### src/rtl/hilo_mult_ctrl.sv
// Sequencing controller for the shared 32x32 unsigned multiplier and the HI/LO pair.
// Define MULT_ACC_EN to enable MADD/MADDU accumulation into {HI,LO}.
module hilo_mult_ctrl #(
    parameter int unsigned MUL_LAT = 2
) (
    input  logic        clk,
    input  logic        reset,
    input  logic        start,
    input  logic [2:0]  op,
    input  logic [31:0] rs_val,
    input  logic [31:0] rt_val,
    input  logic        cancel,
    output logic [31:0] mul_a,
    output logic [31:0] mul_b,
    input  logic [63:0] mul_z,
    output logic        busy,
    output logic        done,
    output logic [31:0] hi,
    output logic [31:0] lo
);

    localparam logic [0:0] ST_IDLE = 1'b0;
    localparam logic [0:0] ST_WAIT = 1'b1;

    localparam logic [2:0] OP_MULT  = 3'b000;
    localparam logic [2:0] OP_MULTU = 3'b001;
    localparam logic [2:0] OP_MTHI  = 3'b010;
    localparam logic [2:0] OP_MTLO  = 3'b011;
`ifdef MULT_ACC_EN
    localparam logic [2:0] OP_MADD  = 3'b100;
    localparam logic [2:0] OP_MADDU = 3'b101;
`endif

    localparam logic [3:0] LAST_CNT = 4'(MUL_LAT - 1);

    // Two's-complement magnitude; 0x80000000 maps to itself as an unsigned value.
    function automatic logic [31:0] magnitude(input logic [31:0] v);
        return v[31] ? (~v + 32'd1) : v;
    endfunction

    logic [0:0]  state_q, state_d;
    logic [3:0]  cnt_q, cnt_d;
    logic        neg_q, neg_d;
    logic [31:0] mul_a_q, mul_a_d;
    logic [31:0] mul_b_q, mul_b_d;
    logic [31:0] hi_q, hi_d;
    logic [31:0] lo_q, lo_d;
    logic        busy_q, busy_d;
    logic        done_q, done_d;
    logic [63:0] z_s;
    logic [63:0] result_s;
`ifdef MULT_ACC_EN
    logic        acc_q, acc_d;
`endif

    // Sign fix-up of the unsigned product, optionally accumulated onto {HI,LO}.
    always_comb begin
        z_s = neg_q ? (~mul_z + 64'd1) : mul_z;
`ifdef MULT_ACC_EN
        if (acc_q) begin
            result_s = {hi_q, lo_q} + z_s;
        end else begin
            result_s = z_s;
        end
`else
        result_s = z_s;
`endif
    end

    // Next-state logic for the IDLE/WAIT sequencer and HI/LO writes.
    always_comb begin
        state_d = state_q;
        cnt_d   = cnt_q;
        neg_d   = neg_q;
        mul_a_d = mul_a_q;
        mul_b_d = mul_b_q;
        hi_d    = hi_q;
        lo_d    = lo_q;
        done_d  = 1'b0;
`ifdef MULT_ACC_EN
        acc_d   = acc_q;
`endif
        case (state_q)
            ST_IDLE: begin
                if (start && !cancel) begin
                    case (op)
                        OP_MULT: begin
                            mul_a_d = magnitude(rs_val);
                            mul_b_d = magnitude(rt_val);
                            neg_d   = rs_val[31] ^ rt_val[31];
                            cnt_d   = 4'd0;
                            state_d = ST_WAIT;
`ifdef MULT_ACC_EN
                            acc_d   = 1'b0;
`endif
                        end
                        OP_MULTU: begin
                            mul_a_d = rs_val;
                            mul_b_d = rt_val;
                            neg_d   = 1'b0;
                            cnt_d   = 4'd0;
                            state_d = ST_WAIT;
`ifdef MULT_ACC_EN
                            acc_d   = 1'b0;
`endif
                        end
                        OP_MTHI: hi_d = rs_val;
                        OP_MTLO: lo_d = rs_val;
`ifdef MULT_ACC_EN
                        OP_MADD: begin
                            mul_a_d = magnitude(rs_val);
                            mul_b_d = magnitude(rt_val);
                            neg_d   = rs_val[31] ^ rt_val[31];
                            cnt_d   = 4'd0;
                            acc_d   = 1'b1;
                            state_d = ST_WAIT;
                        end
                        OP_MADDU: begin
                            mul_a_d = rs_val;
                            mul_b_d = rt_val;
                            neg_d   = 1'b0;
                            cnt_d   = 4'd0;
                            acc_d   = 1'b1;
                            state_d = ST_WAIT;
                        end
`endif
                        default: begin
                            state_d = ST_IDLE;
                        end
                    endcase
                end else begin
                    state_d = ST_IDLE;
                end
            end
            ST_WAIT: begin
                // A flush wins even on the final edge, so no partial write escapes.
                if (cancel) begin
                    cnt_d   = 4'd0;
                    state_d = ST_IDLE;
                end else if (cnt_q == LAST_CNT) begin
                    hi_d    = result_s[63:32];
                    lo_d    = result_s[31:0];
                    done_d  = 1'b1;
                    cnt_d   = cnt_q + 4'd1;
                    state_d = ST_IDLE;
                end else begin
                    cnt_d   = cnt_q + 4'd1;
                end
            end
            default: begin
                state_d = ST_IDLE;
            end
        endcase
        busy_d = (state_d == ST_WAIT);
    end

    // State registers with synchronous active-low reset.
    always_ff @(posedge clk) begin
        if (!reset) begin
            state_q <= ST_IDLE;
            cnt_q   <= 4'd0;
            neg_q   <= 1'b0;
            mul_a_q <= 32'd0;
            mul_b_q <= 32'd0;
            hi_q    <= 32'd0;
            lo_q    <= 32'd0;
            busy_q  <= 1'b0;
            done_q  <= 1'b0;
`ifdef MULT_ACC_EN
            acc_q   <= 1'b0;
`endif
        end else begin
            state_q <= state_d;
            cnt_q   <= cnt_d;
            neg_q   <= neg_d;
            mul_a_q <= mul_a_d;
            mul_b_q <= mul_b_d;
            hi_q    <= hi_d;
            lo_q    <= lo_d;
            busy_q  <= busy_d;
            done_q  <= done_d;
`ifdef MULT_ACC_EN
            acc_q   <= acc_d;
`endif
        end
    end

    assign mul_a = mul_a_q;
    assign mul_b = mul_b_q;
    assign busy  = busy_q;
    assign done  = done_q;
    assign hi    = hi_q;
    assign lo    = lo_q;

endmodule

### config.mk
export PLATFORM = sky130hd
export DESIGN_NAME = hilo_mult_ctrl
export DESIGN_NICKNAME = d
export VERILOG_FILES = /design/src/rtl/hilo_mult_ctrl.sv
export SDC_FILE = /design/constraint.sdc
export NUM_CORES = 1
export LEC_CHECK = 0
export CORE_ASPECT_RATIO = 1.4
export CORE_MARGIN = 10
export CORE_UTILIZATION = 43
export DETAILED_ROUTE_END_ITERATION = 7
export PLACE_DENSITY_LB_ADDON = 0.1
export SYNTH_ARGS = -nofsm -noshare
export SYNTH_HDL_FRONTEND = slang
export SYNTH_SLANG_ARGS = --single-unit
### constraint.sdc
create_clock -name clk -period 2.9 [get_ports clk]
set_input_delay 0.58 -clock clk [delete_from_list [all_inputs] [get_ports clk]]
set_output_delay 0.58 -clock clk [all_outputs]
set_load 0.1 [all_outputs]
## Word level (Yosys, flattened, before mapping)

Cells that the tools add are included.

| word-level totals | value |
|---|---|
| register bits after elaboration | 135 |

| operators by class | value |
|---|---|
| add/subtract/negate cells | 4 |
| equal/unequal tests | 10 |
| muxes and demuxes | 26 |
| bitwise gates (word level) | 6 |
| reduce and logical (&&, ||, !) cells | 10 |

Operators with widths:

| cell | count |
|---|---|
| two-way mux 32 bit | 10 |
| one-hot mux 32 bit (2 select lines) | 4 |
| adder 32 x 1 -> 32 bit (second input constant) | 2 |
| adder 64 x 1 -> 64 bit (second input constant) | 1 |
| two-way mux 64 bit | 1 |
| inverter 32 bit | 2 |
| inverter 64 bit | 1 |
| two-way mux 4 bit | 3 |
| one-hot mux 4 bit (2 select lines) | 1 |
| AND reduction 4 bit | 2 |
| == test 3 x 2 -> 1 bit (second input constant) | 2 |
| != test 2 x 1 -> 1 bit (second input constant) | 3 |
| != test 2 bit (second input constant) | 3 |
| two-way mux 1 bit | 5 |
| adder 4 x 1 -> 4 bit (second input constant) | 1 |
| == test 4 x 1 -> 1 bit (second input constant) | 1 |
| one-hot mux 1 bit (2 select lines) | 2 |
| == test 3 x 1 -> 1 bit (second input constant) | 1 |
| logical NOT 3 bit | 1 |
| AND reduction 3 bit | 1 |
| OR reduction 3 bit | 1 |
| inverter 1 bit | 2 |
| AND reduction 2 bit | 1 |
| nonzero test 2 bit | 1 |
| 4 further kinds | 4 |

## Depth between registers and ports, before layout

| logic depth | value |
|---|---|
| depth in word-level cells | 6 |
| mapped depth | 10 |
| depth with buffers taken out | 9 |

## Worst setup path before layout

OpenSTA, ideal clock, no wires.

| timing | value |
|---|---|
| kind | input-to-reg |
| start | input port mul_z[34] |
| end | register hi_q[29] (netlist: hi[29]) |
| arrival | 2,690 ps |
| data required time | 2,764 ps |
| path slack | 74 ps |
| stages | 8 |
| buffers on the path | 2 |
| path through | or4_1 buf_2 or3_1 or4_4 buf_6 o31ai_4 xor2_1 o32ai_1 |

| on the way | value |
|---|---|
| word-level cells in the longest chain between the ends | 6 |

RTL lines:

| what | line | RTL |
|---|---|---|
| start: declaration | 15 | `input logic [63:0] mul_z,` |
| inverter 64 bit | 58 | `z_s = neg_q ? (~mul_z + 64'd1) : mul_z;` |
| adder 64 x 1 -> 64 bit | 58 |  |
| two-way mux 64 bit | 58 |  |
| two-way mux 32 bit | 140 | `end else if (cnt_q == LAST_CNT) begin` |
| two-way mux 32 bit | 137 | `if (cancel) begin` |
| one-hot mux 32 bit (2 select lines) | 83 | `case (state_q)` |
| end signal: assignment | 178 | `hi_q <= hi_d;` |
| end: declaration | 46 | `logic [31:0] hi_q, hi_d;` |

No other way between the ends. The select of a mux whose other input is x is not followed.
A chain may end at the register's enable or synchronous reset.

## Worst setup path after layout

| timing | value |
|---|---|
| start | input port mul_z[35] |
| end | register hi_q[21] (netlist: hi[21]) |

The elaborated chain is that of the path after synthesis.

==> summary.txt <==
Place
  – Cells after DPL: 1722
  – # port buffers: 264
  – Routability congestion estimate: 1.02
  – Dpl hpwl: 29.4 mm
  – Area after DPL: 12300 um2
  – DP Worst Slack: -0.525 ns

Die
  – Die Span Y: 186 um
  – Die area: 25800 um2
  – Core Area: 19300 um2
  – Boundary pin count: 265
  – Die X: 139 um
  – # rows: 60
  – Initial core utilization: 43.8%

Clock tree
  – CTS tree: built
  – Reg clk slew, reported paths: 0.06 ns
  – Cts-stage hold buffer count: 0
  – TritonCTS buffer count: 17
  – Htree depth: 4
  – Root Buffer: clkbuf_16
  – Clock Latency Late Sink: 0.43 ns
  – CTS sink count: 135
  – Max Buffers Root-to-Sink: 2

STA
  – Pins Over Slew Limit: 0
  – Setup TNS: 0 ns
  – Worst Skew: 0.00954 ns
  – Final hold violation count: 0
  – Unrepaired setup endpoints after global routing: no
  – Slew @ Worst Pin: 0.747 ns
  – Tmin final: 2.83 ns
  – Fmax: 353 MHz
  – Hold Slack: 0.457 ns
  – PnR worst setup slack: 0.0651 ns
  – Max-slew headroom: 50.2%
  – Final number of setup-violating endpoints: 0
  – Final Cycle Share: 97.8%

Synthesis
  – Post-Syn Area per Cell: 7.70 um2
  – Mapped Nets: 1238
  – Cells after Synth: 1098
  – Register area share after synthesis: 32.0%
  – Area leader, netlist: dfxtp_1
  – Number of flops mapped to enable cells by yosys: 0
  – Yosys warns: 0
  – Post-synth top area share: 32.0%
  – Main flop type after synthesis: dfxtp_1
  – Synth area leaders: dfxtp_1 (32%), xor2_1 (7.4%), a21oi_1 (5.9%)
  – Asr flop ratio synth: 0%
  – Post-Syn Area: 8460 um2
  – Post-synthesis register bit count: 135
  – Yosys cell types: 70

GRT
  – Met3 Usage GRT: 6.43%
  – Top Usage Layer GRT: met2
  – Gr usage total: 27.5%
  – Initial antenna violation count: 1
  – Met1 Track Usage GR: 29.9%
  – Largest net degree at the start of global routing: 61
  – Vias in the first global route: 9955
  – Grt met2 use: 48.3%
  – First-pass GRT wire length: 56.5 mm
  – Total gr overflow: 0

Drt
  – Routed Antenna Nets: 0
  – Total Wirelength: 37.1 mm
  – Wire per inst: 21.1 um
  – Routed via count: 10200
  – Drt drc: 0
  – Routed vias/inst: 5.83
  – Drt initial violations: 911
  – TritonRoute pass-1 iters: 5

Critical path
  – CP required: 3.22 ns
  – CP arrival: 3.15 ns
  – Kind of critical path: input port to register
  – Internal reg-to-reg setup slack: 0.67 ns
  – Worst Path Max Fanout: 6
  – Setup crit start kind: input port
  – Setup crit end kind: register

Final layout
  – Layout Nets: 1633
  – Layout area overhead: 53.4%
  – Post-Layout Cell Count: 1755
  – Non-Filler Cell Area, Final: 13000 um2
  – Fill count: 1727
  – Layout Utilization: 67.3%
  – Layout cells sized above 1: 26.2%

Pwr
  – Power per standard cell area: 452 nW/um2
  – Worst ir drop on vdd: 0.422 mV
  – Lkg Pwr: 5.07 nW
  – Final Power: 5.86 mW

Job
  – Max cap viols: 0

Min path
  – Hold WC Path Type: register to register

Run status
  – Run status: completed
==> path summary, 6_finish.rpt <==
check | depth (start not counted) | startpoint | end
worst max-delay path | 8 | mul_z[35] | hi[21]
worst min-delay path | 2 | mul_b[0] | mul_b[0]
worst max register to register | 7 | cnt_q[0] | hi[2]
worst min register to register | 2 | mul_b[0] | mul_b[0]
==> flip-flops by register name, summed over array words and instances (netlist names) <==
signal  flops
busy        1
cnt_q       4
done        1
hi         32
lo         32
mul_a      32
mul_b      32
neg_q       1
==> cell usage after synthesis (8+ instances only) <==
master	number
nor2_1	113
a31oi_1	10
o31ai_1	25
nor4_1	22
xnor2_1	25
o21ai_0	90
and3_1	10
o41ai_1	14
a211oi_1	43
mux2i_1	11
dfxtp_1	135
or4_1	18
o211ai_1	23
nand3_1	26
nand4_1	10
xor2_1	71
nand2_1	74
a211o_1	8
nor3_1	30
a21oi_1	99
or3_1	36
nand2b_1	9
or2_2	10
inv_1	14
clkbuf_1	77
==> logic make-up after synthesis <==
group,after synthesis,synth area share [%]
buffers and inverters,98,4.50
DFF,135,32.0
adders and majority gates,5,0.740
and+or+nand+nor,390,23.6
xor gates and xnor gates,96,9.94
muxes,11,1.30
AOI/OAI and AO/OA,363,27.9
==> where the power goes <==
part	switching (mW)	internal [mW]
logic	0.806	0.496
registers	0.0281	1.90
clock network	0.883	1.75
total	1.72	4.14
==> layout by cell type, fill, tap and decap left out, types with 11 or more instances in the layout <==
cell type	instances
nor3_1	30
buf_4	324
o211ai_1	23
nor2_1	113
clkdlybuf4s50_1	132
nand2_1	74
or3_1	36
o31ai_1	25
inv_1	13
o21ai_0	89
dfxtp_1	133
xor2_1	71
clkbuf_16	17
nor4_1	21
mux2i_1	11
xnor2_1	25
o41ai_1	14
or4_1	17
nand3_1	26
a211oi_1	43
a21oi_1	99
==> layout make-up <==
| class | instances | area [um2] | area share, % |
|---|---|---|---|
| flip-flops and latches | 135 | 2710 | 20.8 |
| diodes | 1 | 2.50 | 0.0193 |
| repair buffers | 460 | 3810 | 29.3 |
| clock buffers | 20 | 457 | 3.52 |
| clock inverters | 12 | 246 | 1.90 |
| multi-input cells | 865 | 5400 | 41.6 |
| inverters | 14 | 52.6 | 0.405 |
| well taps | 248 | 310 | 2.39 |
==> critical path: stages <==
cell and delay [ns]:
clkdlybuf4s50_1 0.43, or4_4 0.55, or3_1 0.38, or4_4 0.55, buf_4 0.19, o31ai_4 0.22
xor2_1 0.17, a21oi_1 0.08
==> metal layers <==
| metal | share of wire [%] | routed length [um] |
|---|---|---|
| met2 | 50 | 18500 |
| met1 | 37 | 13800 |
| met5 | 0 | 0 |
| met3 | 7.4 | 2740 |
| met4 | 5.4 | 2000 |
==> timing repair <==
item | CTS | global route
setup endpoints to repair | 7 | 7
pin swaps | 2 | 1
setup buffers | 0 | 0
gates resized for setup | 2 | 0
endpoints found under the hold margin | 0 | 0
Note: power is estimated with default switching activity, not from simulation.
